[src/rtl/cpu_run_pkg.sv]
// Shared types and default timing constants for the CPU run controller.
package cpu_run_pkg;

  // Controller states; the encoding is visible on the state output.
  typedef enum logic [1:0] {
    HALT  = 2'd0,
    STEP  = 2'd1,
    RUN   = 2'd2,
    BREAK = 2'd3
  } run_state_t;

  // 10 ms of key stability at 50 MHz.
  localparam int unsigned DEFAULT_DEBOUNCE_CYCLES = 500000;

  // 10 instructions per second at 50 MHz.
  localparam int unsigned DEFAULT_RUN_DIV = 5000000;

endpackage

[src/rtl/key_debounce.sv]
// Push-button debouncer: 2-FF synchroniser, stability counter and a
// single-cycle press pulse on the accepted released->pressed transition.
module key_debounce
  import cpu_run_pkg::*;
#(
  parameter int unsigned DEBOUNCE_CYCLES = DEFAULT_DEBOUNCE_CYCLES
) (
  input  logic clk,
  input  logic iRST_N,
  input  logic key_n,
  output logic level,
  output logic press
);

  localparam int unsigned CW = (DEBOUNCE_CYCLES > 1) ? $clog2(DEBOUNCE_CYCLES) : 1;
  localparam logic [CW-1:0] CNT_LAST = CW'(DEBOUNCE_CYCLES - 1);

  logic          sync1_q;
  logic          sync2_q;
  logic          level_q;
  logic          level_d;
  logic          press_q;
  logic          press_d;
  logic [CW-1:0] cnt_q;
  logic [CW-1:0] cnt_d;

  // Bring the raw asynchronous key into the clk domain; idle level is released.
  always_ff @(posedge clk or negedge iRST_N) begin
    if (!iRST_N) begin
      sync1_q <= 1'b1;
      sync2_q <= 1'b1;
    end else begin
      sync1_q <= key_n;
      sync2_q <= sync1_q;
    end
  end

  // Accept a new level only after it has differed from the current one for a full run of cycles.
  always_comb begin
    level_d = level_q;
    cnt_d   = '0;
    press_d = 1'b0;
    if (sync2_q != level_q) begin
      if (cnt_q == CNT_LAST) begin
        level_d = sync2_q;
        press_d = ~sync2_q;
      end else begin
        cnt_d = cnt_q + 1'b1;
      end
    end
  end

  // Debounced level, stability counter and press pulse registers.
  always_ff @(posedge clk or negedge iRST_N) begin
    if (!iRST_N) begin
      level_q <= 1'b1;
      cnt_q   <= '0;
      press_q <= 1'b0;
    end else begin
      level_q <= level_d;
      cnt_q   <= cnt_d;
      press_q <= press_d;
    end
  end

  assign level = level_q;
  assign press = press_q;

endmodule

[src/rtl/cpu_run_ctrl.sv]
// Execution controller for the DE2 test CPU: halt, single-step, divided-rate
// free run and PC breakpoint, with a saturating executed-instruction counter.
module cpu_run_ctrl
  import cpu_run_pkg::*;
#(
  parameter int unsigned PC_WIDTH        = 8,
  parameter int unsigned CNT_WIDTH       = 16,
  parameter int unsigned DEBOUNCE_CYCLES = DEFAULT_DEBOUNCE_CYCLES,
  parameter int unsigned RUN_DIV         = DEFAULT_RUN_DIV
) (
  input  logic                 clk,
  input  logic                 iRST_N,
  input  logic                 key_step_n,
  input  logic                 key_run_n,
  input  logic                 bp_en,
  input  logic [PC_WIDTH-1:0]  bp_addr,
  input  logic [PC_WIDTH-1:0]  pc,
  output logic                 cpu_en,
  output logic [1:0]           state,
  output logic                 at_bp,
  output logic [CNT_WIDTH-1:0] instr_cnt
);

  localparam int unsigned DW = (RUN_DIV > 1) ? $clog2(RUN_DIV) : 1;
  localparam logic [DW-1:0]        DIV_LAST = DW'(RUN_DIV - 1);
  localparam logic [CNT_WIDTH-1:0] CNT_MAX  = '1;

  run_state_t           state_q;
  run_state_t           state_d;
  logic [DW-1:0]        div_q;
  logic [DW-1:0]        div_d;
  logic                 resume_q;
  logic                 resume_d;
  logic                 at_bp_q;
  logic                 at_bp_d;
  logic [CNT_WIDTH-1:0] cnt_q;
  logic [CNT_WIDTH-1:0] cnt_d;

  logic                 step_press;
  logic                 run_press;
  logic                 tick;
  logic                 bp_hit;
  logic                 en;
  logic [1:0]           unused_levels;

  key_debounce #(
    .DEBOUNCE_CYCLES(DEBOUNCE_CYCLES)
  ) u_step_db (
    .clk   (clk),
    .iRST_N(iRST_N),
    .key_n (key_step_n),
    .level (unused_levels[0]),
    .press (step_press)
  );

  key_debounce #(
    .DEBOUNCE_CYCLES(DEBOUNCE_CYCLES)
  ) u_run_db (
    .clk   (clk),
    .iRST_N(iRST_N),
    .key_n (key_run_n),
    .level (unused_levels[1]),
    .press (run_press)
  );

  // The resume flag lets the first enable after a break execute the trapped instruction.
  assign tick   = (state_q == RUN) && (div_q == DIV_LAST);
  assign bp_hit = bp_en && (pc == bp_addr) && !resume_q;

  // Next-state decode; cpu_en is decoded here from registered state and the divider tick.
  always_comb begin
    state_d  = state_q;
    div_d    = div_q;
    resume_d = resume_q;
    at_bp_d  = at_bp_q;
    en       = 1'b0;
    case (state_q)
      HALT: begin
        if (run_press) begin
          state_d = RUN;
          div_d   = '0;
        end else if (step_press) begin
          state_d = STEP;
        end
      end
      STEP: begin
        en      = 1'b1;
        state_d = HALT;
      end
      RUN: begin
        if (run_press) begin
          state_d = HALT;
          div_d   = '0;
        end else if (tick) begin
          div_d = '0;
          if (bp_hit) begin
            state_d = BREAK;
            at_bp_d = 1'b1;
          end else begin
            en       = 1'b1;
            resume_d = 1'b0;
          end
        end else begin
          div_d = div_q + 1'b1;
        end
      end
      BREAK: begin
        if (run_press || step_press) begin
          state_d  = run_press ? RUN : STEP;
          at_bp_d  = 1'b0;
          resume_d = 1'b1;
          div_d    = '0;
        end
      end
      default: begin
        state_d = HALT;
      end
    endcase
  end

  // Instruction counter holds at all-ones instead of wrapping.
  always_comb begin
    cnt_d = cnt_q;
    if (en && (cnt_q != CNT_MAX)) begin
      cnt_d = cnt_q + 1'b1;
    end
  end

  // Controller state registers.
  always_ff @(posedge clk or negedge iRST_N) begin
    if (!iRST_N) begin
      state_q  <= HALT;
      div_q    <= '0;
      resume_q <= 1'b0;
      at_bp_q  <= 1'b0;
      cnt_q    <= '0;
    end else begin
      state_q  <= state_d;
      div_q    <= div_d;
      resume_q <= resume_d;
      at_bp_q  <= at_bp_d;
      cnt_q    <= cnt_d;
    end
  end

  assign cpu_en    = en;
  assign state     = state_q;
  assign at_bp     = at_bp_q;
  assign instr_cnt = cnt_q;

endmodule

[config.mk]
export PLATFORM = sky130hd
export DESIGN_NAME = cpu_run_ctrl
export DESIGN_NICKNAME = d
export VERILOG_FILES = /design/src/rtl/cpu_run_pkg.sv /design/src/rtl/key_debounce.sv /design/src/rtl/cpu_run_ctrl.sv
export SDC_FILE = /design/constraint.sdc
export NUM_CORES = 1
export LEC_CHECK = 0
export ABC_AREA = 1
export CORE_ASPECT_RATIO = 1.1
export CORE_MARGIN = 3
export CORE_UTILIZATION = 35
export CTS_CLUSTER_DIAMETER = 80
export DETAILED_ROUTE_END_ITERATION = 16
export GPL_TIMING_DRIVEN = 1
export SETUP_SLACK_MARGIN = 0.5
export SLEW_MARGIN = 10
export SYNTH_ARGS = -nofsm -noshare
export SYNTH_HDL_FRONTEND = slang
export SYNTH_SLANG_ARGS = --single-unit
[constraint.sdc]
create_clock -name clk -period 2.55 [get_ports clk]
set_clock_uncertainty 0.2 [all_clocks]
set_input_delay 0.3825 -clock clk [delete_from_list [all_inputs] [get_ports clk]]
set_output_delay 0.3825 -clock clk [all_outputs]
set_load 0.02 [all_outputs]
==> summary.md <==
| Metric | Value |
|---|---|
| Congestion Overflow GR | 0 |
| Antenna-violating nets left | 0 |
| Vias in the first global route | 4819 |
| Clock-pin slew on the worst setup and hold paths | 0.06 ns |
| Worst-Margin Slew | 0.4462 ns |
| Die X | ~120 um |
| Crit path to | cpu_en |
| CTS H-tree lvls | 3 |
| Final RePlAce weighted congestion | 0.9027 |
| Critical path startpoint category | flop |
| Die ar. | 16780 um2 |
| Final HPWL DP | 9646 um |
| Syn Inst Count | 721 |
| Yosys reg bits | 89 |
| Final instance area | roughly 7000 um2 |
| Final Util | a little under half |
| Max incr delay on CP | 0.40 ns |
| Crit. Startpoint | div_q[1] |
| Crit path max fanout | 3 |
| Via density | 4.944 |
| VDD IR max | 0.3146 mV |
| CTS tree | built |
| CP endpoint kind | output pin |
| Synth cell types | 41 |
| Placement Rows | 46 |
| Place WS | -0.3037 ns |
| TritonRoute pass-1 iters | 4 |
| Critical setup path kind | flop to output pin |
| Routed wire per std cell | 13.43 um |
| Main flop type after synthesis | dfrtp_1 |
| First-pass GRT wire length | 22940 um |
| Initial Util | 36.40% |
| Iter 0 DRT Violations | 285 |
| Num ports | 41 |
| Final hold vios | 0 |
| WP data required | 1.97 ns |
| Layout Nets | 845 |
| CTS root buf | clkbuf_16 |
| Power density cells | 403.0 nW/um2 |
| Longest Clk Path Bufs | 2 |
| Placeable Area | 14680 um2 |
| Total inserted antenna cells | 0 |
| Final setup margin | 0.2787 ns |
| Area after detailed placement | 6182 um2 |
| Pin count of the biggest net entering global routing | 42 |
| Routed WL | about 14000 um |
| Post-route DRC | 0 |
| Cell Area, Synth | between 5000 and 6000 um2 |
| R2R setup slack | 0.38 ns |
| Register-to-Register Path Depth | 13 |
| Post-layout total power | 2.811 mW |
| Mean Syn Cell Area | roughly 7.4 um2 |
| Setup violations, final | 0 |
| Slew margin rel. | 70.25% |
| P&R area growth vs syn | 30.56% |
| Outcome | complete, no violations |
| Leakage power | 3.177 nW |
| Seq/Total Area, Yosys | 41.83% |
| Syn nets | 750 |
| CP arrival | 1.69 ns |
| Chip height | about 140 um |
| Slew Limit Fails | 0 |
| Final min period | 2.271 ns |
| DR vias | 5008 |
| Max_cap viols | 0 |
| RR Endpoint | instr_cnt[12] |
| CP max stage cell | dfrtp_1 |
| Clk sinks | 89 |
| Ys async rst share | 100.0% |
| Max frequency | roughly 0.44 GHz |
| EDFF count, synth | 0 |
| Clock Latency Late Sink | 0.35 ns |
| Port bufs | 40 |
| Initial antenna violation count | 0 |
| Final period util | 89.07% |
| Num CTS Buffers | 9 |
| CP cell instances | ha_4 -> nand3_4 -> nor2_4 -> nand2_2 -> nor2_4 -> nand3_4 -> a21boi_4 -> buf_6 |
| Total track usage | 17.14% |
| RSZ-0062 raised after global routing | true |
| Worst R2R Start | div_q[1] |
| Fraction of layout cells with a size suffix above 1 | 19.12% |
| Min-Delay Path Class | flop to flop |
| Yosys warns | 0 |
[flip-flops by register name (all words and copies together) (netlist names)]
name               cells
div_q                 23
u_run_db.cnt_q        19
u_step_db.cnt_q       19
instr_cnt             16
state                  2
at_bp                  1
resume_q               1
u_run_db.level         1
u_run_db.press         1
u_run_db.sync1_q       1
u_run_db.sync2_q       1
u_step_db.level        1
u_step_db.press        1
u_step_db.sync1_q      1
u_step_db.sync2_q      1
[worst min path at each step]
stage | from | depth (start not counted) | slack [ns] | endpoint
CTS | u_run_db.sync1_q | 0 | 0.16 | u_run_db.sync2_q
global route | u_run_db.sync1_q | 0 | 0.17 | u_run_db.sync2_q
floorplan | iRST_N | 0 | -0.11 | at_bp
global placement | u_run_db.sync1_q | 0 | 0.15 | u_run_db.sync2_q
detailed placement | u_run_db.sync1_q | 0 | 0.15 | u_run_db.sync2_q
finish | u_run_db.sync1_q | 0 | 0.16 | u_run_db.sync2_q
[logic make-up (layout without fill, tap and decap cells)]
kind of cell | Yosys count | in the layout | synth area share, %
simple gates | 429 | 430 | 37.49
buf+inv | 106 | 205 | 7.658
flops | 89 | 89 | 41.83
compound gates | 57 | 57 | 5.808
xor+xnor | 29 | 29 | 4.754
fa+ha+maj | 8 | 8 | 1.874
mux | 3 | 3 | 0.5855
[cells in the final DEF, fill, tap and decap left out, drive strengths merged, types with 24 or more instances in the layout]
| cell type | netlist | final |
|---|---|---|
| buf | 5 | 53 |
| nand3 | 54 | 55 |
| dfrtp | 83 | 83 |
| nand2 | 166 | 166 |
| nor3 | 27 | 27 |
| clkdlybuf4s50 | 0 | 26 |
| nand4 | 50 | 50 |
| inv | 97 | 98 |
| nor2 | 116 | 116 |
| a21oi | 24 | 24 |
[Yosys cell counts, types with 8 or more instances]
master,instances,area [um2]
a21oi_1,24,120.1
dfrtp_1,83,2077
ha_1,8,100.1
inv_1,95,356.6
nand2_1,164,615.6
nand3_1,49,245.2
nand4_1,49,306.5
nor2_1,111,416.7
nor3_1,24,120.1
o21ai_0,22,110.1
xnor2_1,8,70.07
xor2_1,21,183.9
[metal layers]
layer  GRT usage, %  share of wire [%]  vias to the layer above
li1               -                  -                     2560
met1          23.93                 50                     2372
met2          26.84                 46                       62
met3          2.506                2.2                       14
met4          6.338                1.6                        0
met5              0                  0                        -
[metrics by stage]
stage | TNS [ns] | hold WS [ns] | instances
floorplan | 0 | -0.1131 | 721
global placement | -0.2541 | 0.1525 | 972
detailed placement | -0.3037 | 0.1525 | 972
CTS | 0 | 0.1615 | 1000
global route | 0 | 0.1664 | 1013
finish | 0 | 0.1584 | 1013
[final cells by class]
class                           instances  area, um2
Inverter                               97      364.1
Fill cell                            1456       7701
Multi-Input combinational cell        527       2977
Clock buffer                           10      229.0
Sequential cell                        89       2238
Timing Repair Buffer                   92      883.3
Clock inverter                          6      43.79
Tap cell                              192      240.2
[critical path, delay by kind of cell (launching register included)]
family	cells	cell delay, ns
buffers and inverters	1	0.13
adder cells (fa/ha/maj)	1	0.17
AO/OA/AOI/OAI	1	0.14
AND/OR/NAND/NOR	5	0.49
flip-flops	1	0.40
[report_power, final]
group          internal (mW)  switching, mW  leakage, nW
Combinational         0.0528         0.0719         1.84
Clock                  0.664          0.586        0.133
Sequential              1.43         0.0110         1.21
Total                   2.14          0.669         3.18
[timing repair]
action | in CTS | in global routing
cloned | 2 | 0
setup endpoints to repair | 45 | 64
hold endpoints to repair | 30 | 0
hold buffers | 1 | 0
pin swaps | 11 | 11
gates resized for setup | 35 | 64
buffers inserted | 9 | 13
Power figures use the tool's default switching activity.
